`src/rtl/rdseq_pkg.sv`:
```
// rtl/rdseq_pkg.sv - shared state encoding, header layout and helpers for rdseq
package rdseq_pkg;

  typedef enum logic [2:0] {
    ST_IDLE  = 3'd0,
    ST_LOAD  = 3'd1,
    ST_HWAIT = 3'd2,
    ST_HDR   = 3'd3,
    ST_CONV  = 3'd4,
    ST_POP   = 3'd5,
    ST_GAP   = 3'd6
  } state_t;

  localparam int SMP_PER_BLK  = 8;

  localparam int HDR_W        = 12;
  localparam int HDR_BLK_LSB  = 0;
  localparam int HDR_L1AN_LSB = 4;
  localparam int HDR_LCT_BIT  = 10;
  localparam int HDR_L1AP_BIT = 11;

  function automatic logic [HDR_W-1:0] hdr_pack(input logic       l1a_ph,
                                                input logic       lct_ph,
                                                input logic [5:0] l1anum,
                                                input logic [3:0] blk);
    logic [HDR_W-1:0] h;
    h                      = '0;
    h[HDR_L1AP_BIT]        = l1a_ph;
    h[HDR_LCT_BIT]         = lct_ph;
    h[HDR_L1AN_LSB +: 6]   = l1anum;
    h[HDR_BLK_LSB +: 4]    = blk;
    return h;
  endfunction

endpackage

```
`src/rtl/rdseq_if.sv`:
```
// rtl/rdseq_if.sv - FIFO-head, transfer and ADC sequencing signals of rdseq
interface rdseq_if;

  logic        TEMPTY;
  logic [3:0]  BLKOUT;
  logic [7:0]  L1POUT;
  logic        SCND_BLK;
  logic        SCND_SHARED;
  logic        LCT_PH_OUT;
  logic        L1MT;
  logic [5:0]  L1ANUM;
  logic        L1A_PHASE_OUT;
  logic        XFER_BUSY;

  logic        TRGDONE;
  logic        POPL1AN;
  logic        HDR_WE;
  logic [11:0] HDR_DATA;
  logic        ADC_CONV;
  logic [3:0]  SCA_BLK;
  logic [2:0]  SCA_SMP;
  logic        SMP_L1A;
  logic        SHARED;
  logic        BUSY;
  logic [7:0]  EVT_CNT;

  modport slave (
    input  TEMPTY, BLKOUT, L1POUT, SCND_BLK, SCND_SHARED, LCT_PH_OUT,
           L1MT, L1ANUM, L1A_PHASE_OUT, XFER_BUSY,
    output TRGDONE, POPL1AN, HDR_WE, HDR_DATA, ADC_CONV, SCA_BLK, SCA_SMP,
           SMP_L1A, SHARED, BUSY, EVT_CNT
  );

  modport master (
    output TEMPTY, BLKOUT, L1POUT, SCND_BLK, SCND_SHARED, LCT_PH_OUT,
           L1MT, L1ANUM, L1A_PHASE_OUT, XFER_BUSY,
    input  TRGDONE, POPL1AN, HDR_WE, HDR_DATA, ADC_CONV, SCA_BLK, SCA_SMP,
           SMP_L1A, SHARED, BUSY, EVT_CNT
  );

endinterface

```
`src/rtl/rdseq_conv_tmr.sv`:
```
// rtl/rdseq_conv_tmr.sv - sample/cycle counter pair for one SCA block, optionally triplicated
module rdseq_conv_tmr
  import rdseq_pkg::*;
#(
  parameter int TMR      = 0,
  parameter int CONV_CYC = 6
) (
  input  logic       CLK,
  input  logic       RST_N,
  input  logic       i_en,
  output logic [2:0] o_smp,
  output logic       o_cyc_zero,
  output logic       o_done
);

  localparam int         NCP      = (TMR != 0) ? 3 : 1;
  localparam logic [3:0] CYC_LAST = 4'(CONV_CYC - 1);
  localparam logic [2:0] SMP_LAST = 3'(SMP_PER_BLK - 1);

  logic [3:0] r_cyc [NCP];
  logic [2:0] r_smp [NCP];
  logic [3:0] w_cyc;
  logic [2:0] w_smp;
  logic [3:0] w_cyc_nxt;
  logic [2:0] w_smp_nxt;

  // Every copy reloads from the voted value, so a single upset is scrubbed next cycle.
  generate
    if (NCP == 3) begin : g_vote
      assign w_cyc = (r_cyc[0] & r_cyc[1]) | (r_cyc[0] & r_cyc[2]) | (r_cyc[1] & r_cyc[2]);
      assign w_smp = (r_smp[0] & r_smp[1]) | (r_smp[0] & r_smp[2]) | (r_smp[1] & r_smp[2]);
    end else begin : g_single
      assign w_cyc = r_cyc[0];
      assign w_smp = r_smp[0];
    end
  endgenerate

  always_comb begin
    w_cyc_nxt = '0;
    w_smp_nxt = '0;
    if (i_en) begin
      if (w_cyc == CYC_LAST) begin
        w_cyc_nxt = '0;
        w_smp_nxt = w_smp + 3'd1;
      end else begin
        w_cyc_nxt = w_cyc + 4'd1;
        w_smp_nxt = w_smp;
      end
    end
  end

  always_ff @(posedge CLK) begin
    for (int i = 0; i < NCP; i++) begin
      if (!RST_N) begin
        r_cyc[i] <= '0;
        r_smp[i] <= '0;
      end else begin
        r_cyc[i] <= w_cyc_nxt;
        r_smp[i] <= w_smp_nxt;
      end
    end
  end

  assign o_smp      = w_smp;
  assign o_cyc_zero = (w_cyc == 4'd0);
  assign o_done     = i_en && (w_cyc == CYC_LAST) && (w_smp == SMP_LAST);

endmodule

```
`src/rtl/rdseq.sv`:
```
// rtl/rdseq.sv - block/L1A FIFO consumer sequencing 8 ADC conversions per SCA block
module rdseq
  import rdseq_pkg::*;
#(
  parameter int TMR      = 0,
  parameter int CONV_CYC = 6
) (
  input  logic   CLK,
  input  logic   RST_N,
  rdseq_if.slave bus
);

  localparam int NCP = (TMR != 0) ? 3 : 1;

  state_t     r_state [NCP];
  logic [7:0] r_evt   [NCP];
  state_t     w_state;
  state_t     w_state_nxt;
  logic [7:0] w_evt;
  logic [7:0] w_evt_nxt;

  logic [3:0] r_blk;
  logic [7:0] r_l1p;
  logic       r_shared;
  logic       r_lct;

  logic       w_in_conv;
  logic [2:0] w_smp;
  logic       w_cyc_zero;
  logic       w_conv_done;

  generate
    if (NCP == 3) begin : g_vote
      assign w_state = state_t'((r_state[0] & r_state[1]) | (r_state[0] & r_state[2]) |
                                (r_state[1] & r_state[2]));
      assign w_evt   = (r_evt[0] & r_evt[1]) | (r_evt[0] & r_evt[2]) | (r_evt[1] & r_evt[2]);
    end else begin : g_single
      assign w_state = r_state[0];
      assign w_evt   = r_evt[0];
    end
  endgenerate

  // LOAD skips HWAIT when the L1A FIFO already has an entry, giving a 3-cycle first-block latency.
  always_comb begin
    w_state_nxt = w_state;
    w_evt_nxt   = w_evt;
    case (w_state)
      ST_IDLE:  if (!bus.TEMPTY && !bus.XFER_BUSY) w_state_nxt = ST_LOAD;
      ST_LOAD: begin
        if (bus.SCND_BLK)  w_state_nxt = ST_CONV;
        else if (!bus.L1MT) w_state_nxt = ST_HDR;
        else               w_state_nxt = ST_HWAIT;
      end
      ST_HWAIT: if (!bus.L1MT) w_state_nxt = ST_HDR;
      ST_HDR: begin
        w_evt_nxt   = w_evt + 8'd1;
        w_state_nxt = ST_CONV;
      end
      ST_CONV:  if (w_conv_done) w_state_nxt = ST_POP;
      ST_POP:   w_state_nxt = ST_GAP;
      ST_GAP:   w_state_nxt = ST_IDLE;
      default:  w_state_nxt = ST_IDLE;
    endcase
  end

  always_ff @(posedge CLK) begin
    for (int i = 0; i < NCP; i++) begin
      if (!RST_N) begin
        r_state[i] <= ST_IDLE;
        r_evt[i]   <= '0;
      end else begin
        r_state[i] <= w_state_nxt;
        r_evt[i]   <= w_evt_nxt;
      end
    end
  end

  always_ff @(posedge CLK) begin
    if (!RST_N) begin
      r_blk    <= '0;
      r_l1p    <= '0;
      r_shared <= 1'b0;
      r_lct    <= 1'b0;
    end else if (w_state == ST_LOAD) begin
      r_blk    <= bus.BLKOUT;
      r_l1p    <= bus.L1POUT;
      r_shared <= bus.SCND_SHARED;
      r_lct    <= bus.LCT_PH_OUT;
    end
  end

  assign w_in_conv = (w_state == ST_CONV);

  rdseq_conv_tmr #(
    .TMR      (TMR),
    .CONV_CYC (CONV_CYC)
  ) u_conv (
    .CLK        (CLK),
    .RST_N      (RST_N),
    .i_en       (w_in_conv),
    .o_smp      (w_smp),
    .o_cyc_zero (w_cyc_zero),
    .o_done     (w_conv_done)
  );

  assign bus.TRGDONE  = (w_state == ST_POP);
  assign bus.POPL1AN  = (w_state == ST_HDR);
  assign bus.HDR_WE   = (w_state == ST_HDR);
  assign bus.HDR_DATA = (w_state == ST_HDR) ?
                        hdr_pack(bus.L1A_PHASE_OUT, r_lct, bus.L1ANUM, r_blk) : '0;
  assign bus.ADC_CONV = w_in_conv && w_cyc_zero;
  assign bus.SCA_BLK  = r_blk;
  assign bus.SCA_SMP  = w_smp;
  assign bus.SMP_L1A  = w_in_conv && r_l1p[w_smp];
  assign bus.SHARED   = r_shared;
  assign bus.BUSY     = (w_state != ST_IDLE);
  assign bus.EVT_CNT  = w_evt;

endmodule
```
`src/flat_wrapper.sv`:
```
// flat-port wrapper written by rule: the top's interface ports become plain ports
module rdseq_flat import rdseq_pkg::*;
#(
  parameter int TMR      = 0,
  parameter int CONV_CYC = 6
)
  (CLK, RST_N, bus_TEMPTY, bus_BLKOUT, bus_L1POUT, bus_SCND_BLK, bus_SCND_SHARED, bus_LCT_PH_OUT, bus_L1MT, bus_L1ANUM, bus_L1A_PHASE_OUT, bus_XFER_BUSY, bus_TRGDONE, bus_POPL1AN, bus_HDR_WE, bus_HDR_DATA, bus_ADC_CONV, bus_SCA_BLK, bus_SCA_SMP, bus_SMP_L1A, bus_SHARED, bus_BUSY, bus_EVT_CNT);
  rdseq_if bus_i ();
  input  logic CLK;
  input  logic RST_N;
  input wire logic [$bits(bus_i.TEMPTY)-1:0] bus_TEMPTY;
  input wire logic [$bits(bus_i.BLKOUT)-1:0] bus_BLKOUT;
  input wire logic [$bits(bus_i.L1POUT)-1:0] bus_L1POUT;
  input wire logic [$bits(bus_i.SCND_BLK)-1:0] bus_SCND_BLK;
  input wire logic [$bits(bus_i.SCND_SHARED)-1:0] bus_SCND_SHARED;
  input wire logic [$bits(bus_i.LCT_PH_OUT)-1:0] bus_LCT_PH_OUT;
  input wire logic [$bits(bus_i.L1MT)-1:0] bus_L1MT;
  input wire logic [$bits(bus_i.L1ANUM)-1:0] bus_L1ANUM;
  input wire logic [$bits(bus_i.L1A_PHASE_OUT)-1:0] bus_L1A_PHASE_OUT;
  input wire logic [$bits(bus_i.XFER_BUSY)-1:0] bus_XFER_BUSY;
  output wire logic [$bits(bus_i.TRGDONE)-1:0] bus_TRGDONE;
  output wire logic [$bits(bus_i.POPL1AN)-1:0] bus_POPL1AN;
  output wire logic [$bits(bus_i.HDR_WE)-1:0] bus_HDR_WE;
  output wire logic [$bits(bus_i.HDR_DATA)-1:0] bus_HDR_DATA;
  output wire logic [$bits(bus_i.ADC_CONV)-1:0] bus_ADC_CONV;
  output wire logic [$bits(bus_i.SCA_BLK)-1:0] bus_SCA_BLK;
  output wire logic [$bits(bus_i.SCA_SMP)-1:0] bus_SCA_SMP;
  output wire logic [$bits(bus_i.SMP_L1A)-1:0] bus_SMP_L1A;
  output wire logic [$bits(bus_i.SHARED)-1:0] bus_SHARED;
  output wire logic [$bits(bus_i.BUSY)-1:0] bus_BUSY;
  output wire logic [$bits(bus_i.EVT_CNT)-1:0] bus_EVT_CNT;
  assign bus_i.TEMPTY = bus_TEMPTY;
  assign bus_i.BLKOUT = bus_BLKOUT;
  assign bus_i.L1POUT = bus_L1POUT;
  assign bus_i.SCND_BLK = bus_SCND_BLK;
  assign bus_i.SCND_SHARED = bus_SCND_SHARED;
  assign bus_i.LCT_PH_OUT = bus_LCT_PH_OUT;
  assign bus_i.L1MT = bus_L1MT;
  assign bus_i.L1ANUM = bus_L1ANUM;
  assign bus_i.L1A_PHASE_OUT = bus_L1A_PHASE_OUT;
  assign bus_i.XFER_BUSY = bus_XFER_BUSY;
  assign bus_TRGDONE = bus_i.TRGDONE;
  assign bus_POPL1AN = bus_i.POPL1AN;
  assign bus_HDR_WE = bus_i.HDR_WE;
  assign bus_HDR_DATA = bus_i.HDR_DATA;
  assign bus_ADC_CONV = bus_i.ADC_CONV;
  assign bus_SCA_BLK = bus_i.SCA_BLK;
  assign bus_SCA_SMP = bus_i.SCA_SMP;
  assign bus_SMP_L1A = bus_i.SMP_L1A;
  assign bus_SHARED = bus_i.SHARED;
  assign bus_BUSY = bus_i.BUSY;
  assign bus_EVT_CNT = bus_i.EVT_CNT;
  rdseq #(.TMR(TMR), .CONV_CYC(CONV_CYC)) u_core (.CLK(CLK), .RST_N(RST_N), .bus(bus_i));
endmodule
```
`config.mk`:
```
export PLATFORM = sky130hd
export DESIGN_NAME = rdseq_flat
export DESIGN_NICKNAME = d
export VERILOG_FILES = /design/src/rtl/rdseq_pkg.sv /design/src/rtl/rdseq_if.sv /design/src/rtl/rdseq_conv_tmr.sv /design/src/rtl/rdseq.sv /design/src/flat_wrapper.sv
export SDC_FILE = /design/constraint.sdc
export NUM_CORES = 1
export LEC_CHECK = 0
export CAP_MARGIN = 5
export CORE_ASPECT_RATIO = 1.2
export CORE_MARGIN = 4
export CORE_UTILIZATION = 45
export CTS_BUF_LIST = sky130_fd_sc_hd__clkbuf_8
export DETAILED_ROUTE_END_ITERATION = 7
export PLACE_DENSITY_LB_ADDON = 0.1
export SYNTH_ARGS = -nofsm -noshare
export SYNTH_HDL_FRONTEND = slang
export SYNTH_SLANG_ARGS = --single-unit
```
`constraint.sdc`:
```
create_clock -name CLK -period 2.23 [get_ports CLK]
set_input_delay 0.446 -clock CLK [delete_from_list [all_inputs] [get_ports CLK]]
set_output_delay 0.446 -clock CLK [all_outputs]
set_load 0.05 [all_outputs]
```
# After elaboration in Yosys (flattened, before gate mapping)
# Memory sizes are Yosys's and may differ from the RTL's.
# Cells that the tools add are included.
# W data, S select, Z words.
[classes]
add_sub_neg = 3
magnitude_cmp = 1
n_eq_ne = 7
mux = 24
n_reduce_logical = 14
[op_table]
columns = ["cell", "n"]
rows = [
  ["$mux W3", 8],
  ["$pmux W3 S6", 1],
  ["$mux W8", 2],
  ["$mux W12", 1],
  ["$mux W4", 3],
  ["$eq A3 B3 Y1 const B", 3],
  ["$add A8 B1 Y8 const B", 1],
  ["$mux W1", 8],
  ["$reduce_or A8 Y1", 1],
  ["$eq A3 B2 Y1 const B", 2],
  ["$reduce_or A3 Y1", 2],
  ["$logic_and A1 B1 Y1", 5],
  ["$add A4 B1 Y4 const B", 1],
  ["$eq A4 B3 Y1 const B", 1],
  ["$logic_not A4 Y1", 1],
  ["$lt A3 B4 Y1 const B", 1],
  ["$reduce_or A4 Y1", 1],
  ["$add A3 B1 Y3 const B", 1],
  ["$bmux W1 S3", 1],
  ["$eq A3 B1 Y1 const B", 1],
  ["$logic_not A3 Y1", 1],
  ["$reduce_bool A3 Y1", 1],
  ["$logic_not A1 Y1", 2],
]
[word_totals]
regBits = 14
mem_bits_rw = 18
input_bits = 27
output_inout_bits = 34
wordCells = 57
memories = 4
[memory_table]
columns = ["memory", "words", "word_bits", "rd", "rd_ports_with_merged_regs", "wr", "line", "rtl"]
rows = [
  ["u_core.r_evt", 1, 8, 1, 0, 1, "rdseq.sv:16", "logic [7:0] r_evt [NCP];"],
  ["u_core.u_conv.r_cyc", 1, 4, 1, 0, 1, "rdseq_conv_tmr.sv:20", "logic [3:0] r_cyc [NCP];"],
  ["u_core.r_state", 1, 3, 1, 0, 1, "rdseq.sv:15", "state_t r_state [NCP];"],
  ["u_core.u_conv.r_smp", 1, 3, 1, 0, 1, "rdseq_conv_tmr.sv:21", "logic [2:0] r_smp [NCP];"],
]

# Logic depth before layout (Yosys ltp)
# Gate-level depths: netlist of the first run.
# An unclocked memory read counts as a cell.
[logic_depth]
depth_word = 7
depth_mapped = 5
mapped_depth_nobuf = 5

# Modules after synthesis
# A second synthesis of the first run with hierarchy kept.
[hier_totals]
hier_cells = 186
area_unflattened_um2 = 1541.5
[by_module_without_submodules]
columns = ["mod", "instances", "cells_each", "area_per_inst_um2", "seq_area_each_um2"]
rows = [
  ["rdseq", 1, 152, 1203.7, 500.5],
  ["rdseq_conv_tmr", 1, 34, 337.8, 140.1],
]

# Worst setup path after synthesis of the first run
# Ideal clock, no wire load.
[synth_path]
path_type = "flip-flop to output port"
startpoint = "mem u_core.u_conv.r_smp[0][1]"
endpoint = "out bus_SMP_L1A"
arrival_ns = 2.649
required_ns = 1.784
path_slack_ns = -0.865
path_stages_with_launch = 4
n_path_buf = 0
path_cell_list = "dfxtp_1 -> mux4_2 -> nor2_1 -> nor4_1"
[synth_via]
elab_chain_len = 4
[synth_lines]
columns = ["element", "line", "rtl"]
rows = [
  ["start: declaration", "rdseq_conv_tmr.sv:21", ""],
  ["$mem_v2 Z1 W3", "n/a", ""],
  ["$bmux W1 S3", "rdseq.sv:114", "assign bus.SMP_L1A = w_in_conv && r_l1p[w_smp];"],
  ["$mux W1 (not written as such)", "rdseq.sv:114", ""],
  ["$logic_and A1 B1 Y1", "rdseq.sv:114", ""],
  ["end: declaration", "flat_wrapper.sv:28", "output wire logic [$bits(bus_i.SMP_L1A)-1:0] bus_SMP_L1A;"],
]
# No other way between the ends. The select of a mux whose other input is x is not followed.

# Final worst setup path of the first run
# Same ends and word-level chain as after synthesis.

==> summary.txt, run 1 <==
number of vias per cell = 5.24
Slew HR = 61.3%
number of buffers created by CTS = 5
clock network power share = 28.6%
H-tree depth = 2
Post-Syn Instances = 181
maximum vdd drop = 453 uV
global placer's final weighted congestion = 0.808
Clock Path Buffers = 2
largest net degree at the start of global routing = 20
clock sink total = 32
Final Power = 1.44 mW
Peak Freq = 0.467 GHz
layout cell share with drive strength beyond 1 = 16.2%
io pins = 61
synthesized area per cell = 8.39 um2
fin cells = 283
Async SR Flop Fraction = 0%
register share of total power = 44.5%
Synth area leaders = dfxtp_1, nand2_1, a21oi_1
Yosys cell types = 34
fin crit share = 96.0%
Tightest Pin Transition = 0.580 ns
Commonest cells post-synth = nand2_1, dfxtp_1, a21oi_1
initial antenna violation count = 0
Core Region = 0.00314 mm2
critical path cell sequence = mux4_2 -> nor2_1 -> nor4_4 -> buf_12
Tot GR Track Use = 20.3%
nets@finish = 280
count leader, synth = nand2_1
top_reg_cell synth = dfxtp_1
Post-Route WL = 4060 um
Crit Path Category = reg -> out
row count = 22
CP startpoint kind = register
status = completed
Skew-Pair Late Insertion Delay = 0.28 ns
dpl cells = 274
worst hold path class = reg -> reg
port bufs = 60
number of flops mapped to enable cells by yosys = 0
crit path capture type = primary output
DRT Pass-1 Iters = 4
CTS tree = done
Clock Pin Slew Worst Setup and Hold Paths = 0.07 ns
#FFs+latches synth = 32
final setup vio count = 0
hold slack = 0.462 ns
fill count = 232
Initial Util = 48.4%
RSZ-0062 raised after global routing = no
Seq/Total Area, Yosys = 42.2%
DR DRC count = 0
post-detail-place hpwl = 3150 um
antenna-violating nets left = 0
Max Fanout on Critical Path = 6
Routed WL per cell = 14.4 um
internal cell power = 0.992 mW
DP Worst Slack = 0.359 ns
skew final = 0.00398 ns
Leak = 0.932 nW
n_diodes = 0
PwrDens = 586 mW/mm2
post-route setup TNS = 0 ns
Tmin final = 2.14 ns
number of global-route vias before repair = 1,496
die area = 0.00437 mm2
crit path max-delay cell type = mux4_2
top-area cell type share of the netlist area = 42.2%
Max Cap Violations = 0
first-pass GRT wire length = 6690 um
global route overflow = 0
Data arrival, critical path = 1.70 ns
Yosys warning total = 0
P_sw = 0.446 mW
required time of the critical path = 1.78 ns
Synthesized Nets = 214
fin. max-slew vios = 0
Starting DRT DRC Count = 38
die height = 71.6 um
combinational power share = 26.9%
crit-path max cell delay = 0.53 ns
P&R area growth vs syn = 61.5%
via count = 1,483
final worst slack = 0.0881 ns
overall die width = 61.0 um
root buf cell = clkbuf_8
Syn Std Cell Area = 0.00152 mm2
Yosys top cell by area = dfxtp_1
Sw Ratio = 31.0%
Hold Vio Cnt, Final = 0
## power groups by stage
stage	Clock [mW]	Combinational [mW]	Sequential, mW
4_1_cts	0.421	0.386	0.641
5_1_grt	0.452	0.415	0.647
3_5_place_dp	0	0.385	0.653
2_1_floorplan	0	0.204	0.681
3_3_place_gp	0	0.375	0.650
6_report	0.411	0.386	0.640
## final cells by class
class | count | area [um2] | area share, %
Sequential cell | 32 | 641 | 26.1
Timing Repair Buffer | 69 | 823 | 33.6
Inverter | 6 | 26.3 | 1.07
Tap cell | 36 | 45.0 | 1.84
Clock buffer | 5 | 68.8 | 2.80
Clock inverter | 2 | 8.76 | 0.357
Multi-Input combinational cell | 133 | 841 | 34.3
## registers in the layout, summed over array words and instances, names as in the netlist
register and flops:
u_core.u_conv.r_smp 3, u_core.bus.SCA_BLK 4, u_core.bus.SHARED 1, u_core.r_lct 1
u_core.u_conv.r_cyc 4, u_core.r_state 3, u_core.r_l1p 8, u_core.r_evt 8
## per-stage QoR
stage,utilization [%],instance area [um2]
2_1_floorplan,-,1550
3_3_place_gp,75.1,2360
3_5_place_dp,75.1,2360
4_1_cts,77.6,2430
5_1_grt,78.2,2450
6_report,78.2,2450
## critical path, delay by kind of cell (launching register included)
family                 cells  cell delay, ns
flip-flops                 1            0.47
AND/OR/NAND/NOR            2            0.26
buffers and inverters      1            0.16
multiplexers               1            0.53
## cells in the final DEF (no fill, tap or decap), types with 3 or more instances in the layout
cell             instances
or3_1                    4
buf_12                  16
and2_1                  12
o21ai_0                  5
a21oi_1                 21
nand2b_1                 3
xnor2_1                  3
mux2i_1                  3
clkbuf_8                 5
ha_1                     6
inv_1                    6
nand2_1                 34
nor2_1                  12
clkdlybuf4s50_1         42
buf_4                   11
nand3b_1                 3
dfxtp_1                 32
o31ai_1                  3
## per-layer routing
layer	wire length, um	up-vias	global-route usage (%)	part of all wire (%)
li1	-	744	-	-
met1	1530	702	21.6	38
met2	2270	31	36.0	56
met3	206	6	7.39	5.1
met4	59	0	6.51	1.5
met5	0	-	0	0
## final timing paths
kind / endpoint / slack, ns / from / cells past startpoint
setup reg to reg: u_core.r_evt[0][7]$_SDFFE_PN0N_ / 0.57 / u_core.r_state[0][2]$_SDFFE_PN0P_ / 5
setup / recovery: bus_SMP_L1A / 0.09 / u_core.u_conv.r_smp[0][1]$_SDFFE_PN0N_ / 4
hold / removal: u_core.r_l1p[3]$_SDFFE_PN0N_ / 0.46 / u_core.r_l1p[3]$_SDFFE_PN0N_ / 2
hold reg to reg: u_core.r_l1p[3]$_SDFFE_PN0N_ / 0.46 / u_core.r_l1p[3]$_SDFFE_PN0N_ / 2
## kinds of logic after synthesis
logic type               synth area share [%]
AO/OA/AOI/OAI                            11.3
AND/OR/NAND/NOR                          29.3
buffers and inverters                    4.45
flip-flops                               42.2
adder cells (fa/ha/maj)                  4.94
multiplexers                             4.94
XOR/XNOR                                 2.88
## what timing repair did
action | in CTS | in global routing
hold buffers | 0 | 0
hold endpoints to repair | 0 | 0
setup endpoints to repair | 0 | 12
setup buffers | 0 | 2
resized for setup | 0 | 1
(Power assumes the default switching activity.)
==> run 2: changes to the inputs <==
CORE_UTILIZATION = 47   (was 45)
==> run 2 against run 1 <==
Against the previous run:
- setup slack better by 0.028 ns
- highest routed layer unchanged
- via count is 1.5% higher
- wire length is 0.54% higher
- critical path type unchanged
- clock skew is 0.0050 ns higher
- sequential cell count stayed put
- non-clock buffer count is 1 lower
==> summary.txt, run 2 (synthesis gave the netlist of run 1 again) <==
Clock Pin Slew Worst Setup and Hold Paths = 0.06 ns
required time of the critical path = 1.78 ns
maximum vdd drop = 586 uV
fin cells = 283
skew final = 0.00897 ns
DR DRC count = 0
RSZ-0062 raised after global routing = no
Max Cap Violations = 0
root buf cell = clkbuf_8
die height = 70.3 um
Hold Vio Cnt, Final = 0
Core Util, Final = 79.9%
first-pass GRT wire length = 6690 um
clock network power share = 30.3%
io pins = 61
Data arrival, critical path = 1.67 ns
register-to-register setup slack = 0.60 ns
Skew-Pair Late Insertion Delay = 0.28 ns
Leak = 0.939 nW
Peak Freq = 0.473 GHz
row count = 22
dpl cells = 272
Initial Util = 49.3%
crit-path max cell delay = 0.36 ns
worst r2r src = u_core.r_state[0][2]$_SDFFE_PN0P_
crit path capture type = primary output
Tightest Pin Transition = 0.589 ns
clock sink total = 32
Slew HR = 60.7%
initial antenna violation count = 0
critical path cell sequence = buf_4 -> nand3b_1 -> clkinvlp_4 -> and2_1 -> buf_12
Sw Ratio = 30.5%
fin. max-slew vios = 0
antenna-violating nets left = 0
worst hold path class = reg -> reg
port bufs = 60
Tmin final = 2.11 ns
internal cell power = 1.03 mW
number of global-route vias before repair = 1,517
Regs by FF count = u_core.r_evt x8, u_core.r_l1p x8
CP startpoint kind = register
Routed WL per cell = 14.4 um
min-delay src = u_core.r_l1p[1]$_SDFFE_PN0N_
Worst R2R Path Depth = 5
die area = 0.00421 mm2
number of vias per cell = 5.32
combinational power share = 26.2%
status = completed
largest net degree at the start of global routing = 20
post-detail-place hpwl = 3140 um
Crit Path Category = reg -> out
crit path max-delay cell type = dfxtp_1
Post-Route WL = 4090 um
final setup vio count = 0
DRT Pass-1 Iters = 4
number of buffers created by CTS = 5
Tot GR Track Use = 20.6%
layout cell share with drive strength beyond 1 = 17.0%
Worst R2R End = u_core.r_evt[0][7]$_SDFFE_PN0N_
P_sw = 0.451 mW
global route overflow = 0
nets@finish = 279
overall die width = 59.9 um
commonest cells after routing, fill and taps aside = clkdlybuf4s50_1, nand2_1, dfxtp_1
commonest non-fill, non-tap cell in the layout = clkdlybuf4s50_1
Max Fanout on Critical Path = 15
Starting DRT DRC Count = 65
Top delay family on crit path = buffers and inverters
Hold Crit Depth = 2
Clock Path Buffers = 2
WHS Endpoint = u_core.r_l1p[1]$_SDFFE_PN0N_
fin crit share = 94.8%
register share of total power = 43.5%
global placer's final weighted congestion = 0.769
post-route setup TNS = 0 ns
PwrDens = 600 mW/mm2
via count = 1,505
P&R area growth vs syn = 62.2%
H-tree depth = 2
n_diodes = 0
Buf/Inv on CP = 3
Core Region = 0.00308 mm2
CTS tree = done
-- run 2: per-stage QoR --
step | setup slack (ns) | hold WS, ns | total power [mW] | area (um2)
floorplan | -0.000637 | 0.432 | 0.885 | 1550
global placement | 0.330 | 0.441 | 1.02 | 2340
detailed placement | 0.217 | 0.451 | 1.04 | 2340
CTS | 0.000565 | 0.460 | 1.48 | 2440
global route | 0.0115 | 0.483 | 1.54 | 2460
finish | 0.116 | 0.453 | 1.48 | 2460
-- run 2: repair_timing --
item | 4_1_cts | 5_1_grt
setup endpoints to repair | 13 | 13
setup buffers | 0 | 3
pin swaps | 0 | 0
resized for setup | 2 | 2
hold buffers | 0 | 0
-- run 2: layout make-up --
| class | instances | area [um2] |
|---|---|---|
| multi-input combinational | 133 | 843 |
| timing repair buffer | 68 | 816 |
| inverter | 6 | 26.3 |
| tap | 36 | 45.0 |
| sequential | 32 | 643 |
| clock inverter | 2 | 7.51 |
| clock buffer | 6 | 82.6 |
| fill | 198 | 619 |
-- run 2: power groups by stage --
| stage | clock, mW | combinational, mW | sequential, mW |
|---|---|---|---|
| 2_1_floorplan | 0 | 0.204 | 0.681 |
| 3_3_place_gp | 0 | 0.371 | 0.651 |
| 4_1_cts | 0.453 | 0.385 | 0.643 |
| 6_report | 0.447 | 0.387 | 0.643 |
| 5_1_grt | 0.472 | 0.419 | 0.650 |
| 3_5_place_dp | 0 | 0.380 | 0.655 |
-- run 2: how the worst max path moves through the flow --
stage | start | end | slack (ns) | cells after the start
floorplan | u_core.u_conv.r_smp[0][1]$_SDFFE_PN0N_ | bus_SMP_L1A | -0.0006 | 3
global placement | u_core.r_state[0][1]$_SDFFE_PN0P_ | bus_HDR_DATA[1] | 0.33 | 4
detailed placement | u_core.r_state[0][1]$_SDFFE_PN0P_ | bus_HDR_DATA[7] | 0.22 | 4
CTS | u_core.r_state[0][1]$_SDFFE_PN0P_ | bus_HDR_DATA[7] | 0.0006 | 4
global route | u_core.r_state[0][2]$_SDFFE_PN0P_ | bus_HDR_DATA[7] | 0.01 | 5
finish | u_core.r_state[0][2]$_SDFFE_PN0P_ | bus_HDR_DATA[7] | 0.12 | 5
-- run 2: routing by layer --
layer / track usage, % / share of wire (%)
met1: 21.4 / 36
met4: 8.37 / 1.9
met5: 0 / 0
met2: 37.0 / 56
met3: 5.73 / 5.4
-- run 2: worst register-to-register path: cells and delay by family, from the launching register on --
family                 cells  cell delay [ns]
AO/OA/AOI/OAI              1             0.15
AND/OR/NAND/NOR            2             0.74
buffers and inverters      2             0.37
flip-flops                 1             0.33
==> run 3: changes to the inputs <==
ABC_CLOCK_PERIOD_IN_PS = 2230   (was not set)
==> results of run 3 <==
Final layout, timing and power as in run 2 (identical DEF).
